**src/rtl/pkt_arb_pkg.sv**
```systemverilog
// Shared types and helpers for the packet weighted round-robin arbiter.
// Holds the arbiter FSM encoding and the index-width helper.
package pkt_arb_pkg;

    typedef enum logic [0:0] {
        IDLE   = 1'b0,
        LOCKED = 1'b1
    } arb_state_e;

    // Width of a channel index; never below one bit so single-channel builds stay legal.
    function automatic int idx_w(input int n);
        int w;
        if (n <= 1) begin
            w = 1;
        end else begin
            w = $clog2(n);
        end
        return w;
    endfunction

endpackage

```
**src/rtl/pkt_skid_buf.sv**
```systemverilog
// Two-entry skid buffer: registered output, upstream ready taken only from local state.
// Accepted beat is visible on the output the cycle after it is pushed.
module pkt_skid_buf #(
    parameter int W = 8
) (
    input  logic         clk,
    input  logic         rst,
    input  logic         i_valid,
    input  logic [W-1:0] i_data,
    output logic         o_ready,
    output logic         o_valid,
    output logic [W-1:0] o_data,
    input  logic         i_ready
);

    logic         r_main_v;
    logic         r_skid_v;
    logic [W-1:0] r_main_d;
    logic [W-1:0] r_skid_d;
    logic         w_push;
    logic         w_pop;

    assign o_ready = ~r_skid_v;
    assign o_valid = r_main_v;
    assign o_data  = r_main_d;
    assign w_push  = i_valid & ~r_skid_v;
    assign w_pop   = r_main_v & i_ready;

    // Main/skid register update; the skid entry only fills when main is held by a stall.
    always_ff @(posedge clk) begin
        if (rst) begin
            r_main_v <= 1'b0;
            r_skid_v <= 1'b0;
            r_main_d <= {W{1'b0}};
            r_skid_d <= {W{1'b0}};
        end else if (r_skid_v) begin
            if (w_pop) begin
                r_main_d <= r_skid_d;
                r_skid_v <= 1'b0;
            end
        end else if (w_push) begin
            if (!r_main_v || w_pop) begin
                r_main_d <= i_data;
                r_main_v <= 1'b1;
            end else begin
                r_skid_d <= i_data;
                r_skid_v <= 1'b1;
            end
        end else if (w_pop) begin
            r_main_v <= 1'b0;
        end
    end

endmodule

```
**src/rtl/pkt_wrr_arbiter.sv**
```systemverilog
// Packet-level weighted round-robin arbiter merging REQ_NUM beat streams into one.
// A grantee holds the output for a whole packet; weight gives packets per turn.
module pkt_wrr_arbiter
    import pkt_arb_pkg::*;
#(
    parameter int REQ_NUM  = 8,
    parameter int DATA_W   = 8,
    parameter int WEIGHT_W = 4
) (
    input  logic                         clk,
    input  logic                         rst,
    input  logic [REQ_NUM-1:0]           valid_in,
    input  logic [REQ_NUM*DATA_W-1:0]    data_in,
    input  logic [REQ_NUM-1:0]           last_in,
    input  logic [REQ_NUM*WEIGHT_W-1:0]  weight_in,
    output logic [REQ_NUM-1:0]           ready_in,
    output logic                         valid_out,
    output logic                         last_out,
    output logic [DATA_W-1:0]            data_out,
    output logic [idx_w(REQ_NUM)-1:0]    grant_id_out,
    input  logic                         ready_out
);

    localparam int ID_W = idx_w(REQ_NUM);
    localparam int PL_W = DATA_W + 1 + ID_W;
    localparam logic [ID_W-1:0] LAST_IDX = ID_W'(REQ_NUM - 1);
    localparam logic [ID_W:0]   NUM_EXT  = (ID_W + 1)'(REQ_NUM);

    arb_state_e            r_state;
    logic [ID_W-1:0]       r_ptr;
    logic [ID_W-1:0]       r_grant;
    logic [WEIGHT_W-1:0]   r_credit;

    logic [REQ_NUM-1:0]    w_elig;
    logic [2*REQ_NUM-1:0]  w_dbl;
    logic [ID_W-1:0]       w_start;
    logic [ID_W:0]         w_start_ext;
    logic [REQ_NUM-1:0]    w_rot;
    logic [ID_W-1:0]       w_off;
    logic [ID_W:0]         w_sum;
    logic [ID_W-1:0]       w_rr_sel;
    logic                  w_any;
    logic                  w_keep;
    logic [ID_W-1:0]       w_sel;
    logic [WEIGHT_W-1:0]   w_new_weight;
    logic                  w_skid_in_valid;
    logic                  w_skid_in_ready;
    logic [PL_W-1:0]       w_skid_in_data;
    logic [PL_W-1:0]       w_skid_out_data;
    logic                  w_in_fire;
    logic                  w_in_last;

    function automatic logic [ID_W-1:0] lowest_set(input logic [REQ_NUM-1:0] v);
        logic [ID_W-1:0] idx;
        idx = {ID_W{1'b0}};
        for (int i = REQ_NUM - 1; i >= 0; i--) begin
            if (v[i]) begin
                idx = ID_W'(i);
            end else begin
                idx = idx;
            end
        end
        return idx;
    endfunction

    // Eligibility: a channel competes only with a pending beat and a non-zero weight.
    always_comb begin
        w_elig = {REQ_NUM{1'b0}};
        for (int i = 0; i < REQ_NUM; i++) begin
            w_elig[i] = valid_in[i] & (weight_in[i*WEIGHT_W +: WEIGHT_W] != {WEIGHT_W{1'b0}});
        end
    end

    // Rotate so the search origin (pointer+1) sits at bit 0, pick lowest, rotate the index back.
    always_comb begin
        w_start      = (r_ptr == LAST_IDX) ? {ID_W{1'b0}} : r_ptr + ID_W'(1);
        w_start_ext  = {1'b0, w_start};
        w_dbl        = {w_elig, w_elig};
        w_rot        = w_dbl[w_start_ext +: REQ_NUM];
        w_off        = lowest_set(w_rot);
        w_sum        = {1'b0, w_off} + w_start_ext;
        w_rr_sel     = ID_W'((w_sum >= NUM_EXT) ? (w_sum - NUM_EXT) : w_sum);
        w_any        = |w_elig;
        w_keep       = (r_credit != {WEIGHT_W{1'b0}}) & w_elig[r_grant];
        w_sel        = w_keep ? r_grant : w_rr_sel;
        w_new_weight = weight_in[w_rr_sel*WEIGHT_W +: WEIGHT_W];
    end

    // Grantee's input stream feeds the skid buffer only while locked.
    always_comb begin
        w_skid_in_valid = (r_state == LOCKED) & valid_in[r_grant];
        w_in_last       = last_in[r_grant];
        w_in_fire       = w_skid_in_valid & w_skid_in_ready;
        w_skid_in_data  = {data_in[r_grant*DATA_W +: DATA_W], last_in[r_grant], r_grant};
        ready_in        = {REQ_NUM{1'b0}};
        for (int i = 0; i < REQ_NUM; i++) begin
            ready_in[i] = (r_state == LOCKED) & (r_grant == ID_W'(i)) & w_skid_in_ready;
        end
    end

    // Arbitration FSM: one IDLE cycle picks the grantee, LOCKED holds it until its last beat.
    always_ff @(posedge clk) begin
        if (rst) begin
            r_state  <= IDLE;
            r_ptr    <= LAST_IDX;
            r_grant  <= {ID_W{1'b0}};
            r_credit <= {WEIGHT_W{1'b0}};
        end else begin
            case (r_state)
                IDLE: begin
                    if (w_any) begin
                        r_state <= LOCKED;
                        r_grant <= w_sel;
                        if (w_keep) begin
                            r_credit <= (r_credit == {WEIGHT_W{1'b0}}) ? {WEIGHT_W{1'b0}}
                                                                        : r_credit - WEIGHT_W'(1);
                        end else begin
                            r_ptr    <= w_rr_sel;
                            r_credit <= w_new_weight - WEIGHT_W'(1);
                        end
                    end
                end
                LOCKED: begin
                    if (w_in_fire && w_in_last) begin
                        r_state <= IDLE;
                    end
                end
                default: begin
                    r_state <= IDLE;
                end
            endcase
        end
    end

    pkt_skid_buf #(
        .W (PL_W)
    ) u_skid (
        .clk     (clk),
        .rst     (rst),
        .i_valid (w_skid_in_valid),
        .i_data  (w_skid_in_data),
        .o_ready (w_skid_in_ready),
        .o_valid (valid_out),
        .o_data  (w_skid_out_data),
        .i_ready (ready_out)
    );

    assign data_out     = w_skid_out_data[PL_W-1 -: DATA_W];
    assign last_out     = w_skid_out_data[ID_W];
    assign grant_id_out = w_skid_out_data[ID_W-1:0];

endmodule

```
**config.mk**
```make
export PLATFORM = sky130hd
export DESIGN_NAME = pkt_wrr_arbiter
export DESIGN_NICKNAME = d
export VERILOG_FILES = /design/src/rtl/pkt_arb_pkg.sv /design/src/rtl/pkt_skid_buf.sv /design/src/rtl/pkt_wrr_arbiter.sv
export SDC_FILE = /design/constraint.sdc
export NUM_CORES = 1
export LEC_CHECK = 0
export ABC_AREA = 1
export ABC_CLOCK_PERIOD_IN_PS = 10200
export CAP_MARGIN = 20
export CELL_PAD_IN_SITES_DETAIL_PLACEMENT = 1
export CELL_PAD_IN_SITES_GLOBAL_PLACEMENT = 1
export CORE_ASPECT_RATIO = 1.25
export CORE_MARGIN = 5
export CORE_UTILIZATION = 31
export CTS_BUF_LIST = sky130_fd_sc_hd__clkbuf_16
export CTS_CLUSTER_DIAMETER = 50
export DETAILED_ROUTE_END_ITERATION = 16
export GPL_ROUTABILITY_DRIVEN = 0
export GPL_TIMING_DRIVEN = 0
export PLACE_DENSITY_LB_ADDON = 0.1
export SLEW_MARGIN = 20
export SYNTH_ARGS = -nofsm -noshare
export SYNTH_HDL_FRONTEND = slang
export SYNTH_HIERARCHICAL = 1
export SYNTH_SLANG_ARGS = --single-unit
```
**constraint.sdc**
```tcl
create_clock -name clk -period 10.2 [get_ports clk]
set_clock_uncertainty 0.05 [all_clocks]
set_input_delay 2.55 -clock clk [delete_from_list [all_inputs] [get_ports clk]]
set_output_delay 2.55 -clock clk [all_outputs]
set_load 0.01 [all_outputs]
```
== After elaboration in Yosys (flattened, before gate mapping) ==
Index checks and enable logic that the tools add are counted.
Storage, ports and cells
  flip-flop bits (word level): 37
  output and inout port bits: 21
  word-level logic and storage cells: 115
Cells by class
  add/sub/neg operators: 5
  $lt $le $gt $ge: 2
  equality and inequality tests: 10
  shifts and indexed selects: 3
  muxes and demuxes: 32
  bitwise operators: 32
  reductions and logical operators: 23
Operators by type and width (count)
  64-bit by 7-bit variable part select with 8-bit output: 1
  12-bit 2-to-1 mux: 4
  4-bit nonzero test: 9
  32-bit by 6-bit variable part select with 4-bit output: 1
  3-bit 2-to-1 mux: 10
  1-bit AND: 28
  16-bit by 4-bit variable part select with 8-bit output: 1
  3-bit == test, second input constant: 5
  1-bit 2-to-1 mux: 12
  3-bit AND reduction: 4
  1-bit binary-select mux with 3-bit select: 3
  4-bit 2-to-1 mux: 2
  8-bit OR reduction: 1
  4-bit by 1-bit subtractor with 4-bit output, second input constant: 2
  3-bit by 2-bit == test with 1-bit output, second input constant: 2
  2-bit nonzero test: 3
  3-bit by 3-bit adder with 4-bit output: 1
  4-bit greater-or-equal comparator, second input constant: 1
  4-bit logical NOT: 1
  3-bit by 4-bit < comparator with 1-bit output, second input constant: 1
  1-bit NOT: 4
  3-bit by 1-bit adder with 3-bit output, second input constant: 1
  3-bit by 1-bit == test with 1-bit output, second input constant: 1
  3-bit logical NOT: 1
  other kinds (8): 8

== Depth between registers and ports, before layout ==
  depth in word-level cells: 17
  depth in mapped cells: 24
  depth with buffers taken out: 24

== Cells and area by module ==
Netlist, hierarchy kept.
By module, submodules not included
  pkt_wrr_arbiter: times used 1, cells an instance 373, area an instance 2154.6 µm², seq. area each 220.2 µm²
  pkt_skid_buf: times used 1, cells an instance 185, area an instance 1208.7 µm², seq. area each 520.5 µm²

== Worst setup path after synthesis ==
OpenSTA, ideal clock, no wires.
  kind: input to register
  from: input port weight_in[9]
  to: register r_credit[1]
  library setup time: 0.074 ns
  data arrival time: 5.537 ns
  data required time: 10.076 ns
  slack: 4.539 ns
  stages: 21
  buffers on the path: 1
  cell sequence: nor2_1 nand2_1 nand3_1 nand3_1 nand3_1 nand2_1 a31oi_1 o21ai_0 nand2_1 a21boi_0 ha_1 fa_1 inv_1 clkbuf_1 o21ai_0 o22ai_1 nand3b_1 nand2_2 ha_1 or2_2 a31oi_1
Between the ends
  longest elaborated chain between the ends: 17
  elaborated cells on any way between the ends: 23
  those cells by class: add/sub (3); order compare (1); shift (2); mux (12); bitwise (2); reduce/logical (3)
Ends and longest elaborated chain
  from (decl): RTL line pkt_wrr_arbiter.sv:15  | input logic [REQ_NUM*WEIGHT_W-1:0] weight_in,
  4-bit nonzero test (*): RTL line pkt_wrr_arbiter.sv:70  | w_elig[i] = valid_in[i] & (weight_in[i*WEIGHT_W +: WEIGHT_W] != {WEIGHT_W{1'b0}});
  1-bit AND (*): RTL line pkt_wrr_arbiter.sv:70
  16-bit by 4-bit variable part select with 8-bit output (*): RTL line pkt_wrr_arbiter.sv:79  | w_rot = w_dbl[w_start_ext +: REQ_NUM];
  3-bit 2-to-1 mux (7 in a row): RTL line pkt_wrr_arbiter.sv:57  | if (v[i]) begin
  3-bit 2-to-1 mux (*): RTL line pkt_wrr_arbiter.sv:57
  3-bit by 3-bit adder with 4-bit output (*): RTL line pkt_wrr_arbiter.sv:81  | w_sum = {1'b0, w_off} + w_start_ext;
  4-bit greater-or-equal comparator or 3-bit by 1-bit subtractor with 3-bit output (tied branches): RTL line pkt_wrr_arbiter.sv:82  | w_rr_sel = ID_W'((w_sum >= NUM_EXT) ? (w_sum - NUM_EXT) : w_sum);
  3-bit 2-to-1 mux (*): RTL line pkt_wrr_arbiter.sv:82
  via w_rr_sel[1]: RTL line pkt_wrr_arbiter.sv:41  | logic [ID_W-1:0] w_rr_sel;
  32-bit by 6-bit variable part select with 4-bit output (*): RTL line pkt_wrr_arbiter.sv:86  | w_new_weight = weight_in[w_rr_sel*WEIGHT_W +: WEIGHT_W];
  4-bit by 1-bit subtractor with 4-bit output (*): RTL line pkt_wrr_arbiter.sv:119  | r_credit <= w_new_weight - WEIGHT_W'(1);
  4-bit 2-to-1 mux (*): RTL line pkt_wrr_arbiter.sv:114  | if (w_keep) begin
  to (signal assigned): RTL line pkt_wrr_arbiter.sv:107  | r_credit <= {WEIGHT_W{1'b0}};
  to (signal assigned): RTL line pkt_wrr_arbiter.sv:115  | r_credit <= (r_credit == {WEIGHT_W{1'b0}}) ? {WEIGHT_W{1'b0}}
  to (signal assigned): RTL line pkt_wrr_arbiter.sv:119
  to (decl): RTL line pkt_wrr_arbiter.sv:32  | logic [WEIGHT_W-1:0] r_credit;
The timed path passes the listed nets; every way through them passes the cells marked *. The select of a mux whose other input is x is not followed.
A chain may end at the register's enable or synchronous reset.

== Worst setup path after layout ==
Same ends and word-level chain as after synthesis.

==> impl_metrics.yaml <==
run_status:
  status: "completed"
setup_path:
  critPathLaunchType: "input pin"
  crit_buf_inv: 3
  crit_path_start: "weight_in[9]"
  crit_path_max_incr_delay_ns: 0.49
  crit_family: "simple AND/OR/NAND/NOR gates"
  path_cells: "clkdlybuf4s50_1, nor2_1, nand2_1, nand3_1, nand3_1, nand3_1, nand2_1, a31oi_1, o21ai_0, nand2_1, a21boi_0, ha_1, fa_1, inv_1, clkbuf_1, o21ai_0, o22ai_1, nand3b_1, nand2_2, ha_1, or2_2, a31oi_1"
  rrSetupSlack_ns: 5.44
  r2r-end: "r_credit[1]"
  slowest_stage: "clkdlybuf4s50_1"
  cp.depth: 22
  cp-endpoint: "r_credit[1]"
  path_max_fanout: 10
  crit_type: "input pin to flop"
  r2r-start: "r_ptr[0]"
  crit_required_ns: 10.35
  end_kind: "flop"
  worstPathArrival_ns: 6.85
  reg2reg_depth: 22
timing:
  finalSetupViolCount: 0
  tightest_slew_ns: 0.681
  rsz0062_at_grt: "false"
  max_slew_margin_pct: 54.0
  period_needed_ns: 6.69
  slew_viol_final: 0
  hold_viol_final: 0
  max_freq_mhz: 149
  fin_crit_sh_pct: 65.6
  tns_ns: 0
global_routing:
  antenna_found_initial: 0
  grt_max_degree: 13
  grtUsageTotal_pct: 20.4
  grt_pass1_vias: 4612
  grt_pass1_wl_mm: 21.5
  grt_overflow: 0
floorplan:
  ios: 136
  fp.dieW_um: 103
  die_y_um: 126
  initial_core_util_pct: 31.7
  die-area_um2: 13000
  fp.coreArea_um2: 10600
  fp-row-count: 42
synth:
  yosys_warnings: 6
  yosysTopAreaCellShare_pct: 22.0
  ys_top_cells_by_count: "nand2_1, nor2_1, nand3_1"
  ys.flop_type: "dfxtp_1"
  yosysMostFrequentCell: "nand2_1"
  yosysUniqueCellTypes: 42
  synth_largest_area_cell: "dfxtp_1"
  synth_area_um2: 3360
  synthTopCellsByArea: "dfxtp_1, nand2_1, nor2_1"
  synthArstFlopShare_pct: 0
  synth_edf_count: 0
  synth_cells: 558
  ys_ff_latch: 37
  yosysSeqAreaShare_pct: 22.0
  syn_nets: 678
  avgSynthCellArea_um2: 6.03
clock_network:
  cts_root_buf: "clkbuf_16"
  cts_sinks: 37
  cts_buffers: 5
  postCtsSetupBuffers: 0
  cts_buffer_depth: 2
  clock_latency_ns: 0.28
  htreeDepth: 2
  cts_resized: 0
  holdBufCountCts: 0
  clkTransAtPathRegs_ns: 0.06
  cts_tree: "yes"
power:
  p_comb_share_pct: 78.9
  cellInternalPower_mw: 0.748
  p_clk_share_pct: 9.1
  leakage_nw: 2.15
  switching_share_pct: 53.2
  p_sw_mw: 0.852
  peakVddDrop_mv: 0.214
  power_per_cell_area_nw_per_um2: 319
  seq_power_share_pct: 12.1
  total_power_mw: 1.60
detailed_routing:
  wl_per_cell_um: 16.4
  vias_per_cell: 5.15
  drt-total-wl_mm: 13.7
  vias: 4292
  drtPass1Iterations: 4
  drtAntennaViolNets: 0
  dr.first_iter.drc_count: 165
  drc: 0
place:
  io_buffers: 135
  dp_hpwl_mm: 11.6
layout:
  utilization_pct: 47.3
  nets: 820
  multiInputGateArea_um2: 2330
  regArea_um2: 741
  drive_above_1_share_pct: 9.99
  fillCellCount: 1428
  antennaDiodeCount: 0
  area_growth_pct: 49.2
worst_hold_path:
  holdPathStages: 2
  holdCritStartpoint: "r_ptr[1]"
  worstHoldPathType: "flop to flop"
flow_run:
  cap_violations: 0
[flip-flops by register name, summed over array words and instances (netlist names)]
name,count
r_credit,4
r_state,1
r_ptr,3
u_skid/r_skid_v,1
u_skid/r_skid_d,12
u_skid/o_data,12
r_grant,3
u_skid/o_valid,1
[metrics by stage]
step	setup slack, ns	cell area (um2)	instances	hold slack, ns
after floorplan	4.54	3360	558	0.383
after global placement	3.28	4880	825	0.406
after detailed placement	3.29	4880	825	0.425
after CTS	3.55	5020	833	0.438
after global routing	3.24	5020	833	0.462
final	3.51	5020	833	0.434
[cell families (layout without fill, tap and decap cells)]
kind of cell,after synthesis,in the layout,synth area share (%)
adders and majority gates,5,5,2.08
buffers and inverters,64,207,8.74
and+or+nand+nor,348,348,47.1
DFF,37,37,22.0
xor gates and xnor gates,2,2,0.521
AOI/OAI and AO/OA,102,102,19.5
[area by class of cell]
cell class / instances / share of cell area (%)
Tap cell: 132 / 3.29
Buffer: 25 / 2.79
Sequential cell: 37 / 14.8
Inverter: 39 / 3.07
Timing Repair Buffer: 135 / 26.9
Clock inverter: 3 / 0.249
Multi-Input combinational cell: 457 / 46.4
Clock buffer: 5 / 2.49
[worst register-to-register path, cell delays in order (launching register included)]
cell	delay, ns
dfxtp_1	0.38
ha_1	0.23
ha_1	0.25
nor2_8	0.20
nand3_1	0.18
nand3_1	0.15
nand3_1	0.09
nand2_1	0.13
a31oi_1	0.06
o21ai_0	0.18
nand2_1	0.08
a21boi_0	0.24
ha_1	0.21
fa_1	0.49
inv_1	0.17
clkbuf_1	0.36
o21ai_0	0.17
o22ai_1	0.13
nand3b_1	0.16
nand2_2	0.09
ha_1	0.28
or2_2	0.29
a31oi_1	0.13
[how the worst min path moves through the flow]
stage / to / slack (ns)
CTS: r_ptr[1] / 0.44
detailed placement: r_ptr[1] / 0.42
finish: r_ptr[1] / 0.43
floorplan: r_ptr[1] / 0.38
global route: u_skid/r_skid_d[6] / 0.46
global placement: r_ptr[2] / 0.41
[power groups by stage]
stage	clock [mW]	combinational, mW	sequential, mW
finish	0.145	1.26	0.193
global route	0.155	1.40	0.197
CTS	0.150	1.27	0.193
detailed placement	0	1.26	0.197
global placement	0	1.23	0.195
floorplan	0	0.942	0.197
[layer usage]
layer	global-route usage (%)	vias to the layer above	share of wire (%)
li1	-	2139	-
met1	20.8	2036	37
met2	41.2	99	56
met3	2.58	18	3.9
met4	6.17	0	2.7
met5	0	-	0
[placed cells by master (no fill, tap or decap), types with 2 or more instances in the layout]
master             n
a22oi_1           22
o21ai_0           14
buf_1              2
nor2_1            86
clkdlybuf4s50_1  135
o21ai_1           13
nand2_2           19
clkbuf_16          5
nor2_2             4
dfxtp_1           37
clkinv_1           2
buf_6              5
a21oi_1           18
nand4_1            7
nand2_1          167
nor2_4             2
clkbuf_1          13
a21oi_2            2
buf_2              4
a211oi_1           5
a32o_1             5
a21boi_0           2
nand2_4            3
ha_1               4
a31oi_1           13
nand3_2           12
inv_2              6
nand3_1           44
inv_1             31
o22ai_1            3
(Power assumes the default switching activity.)
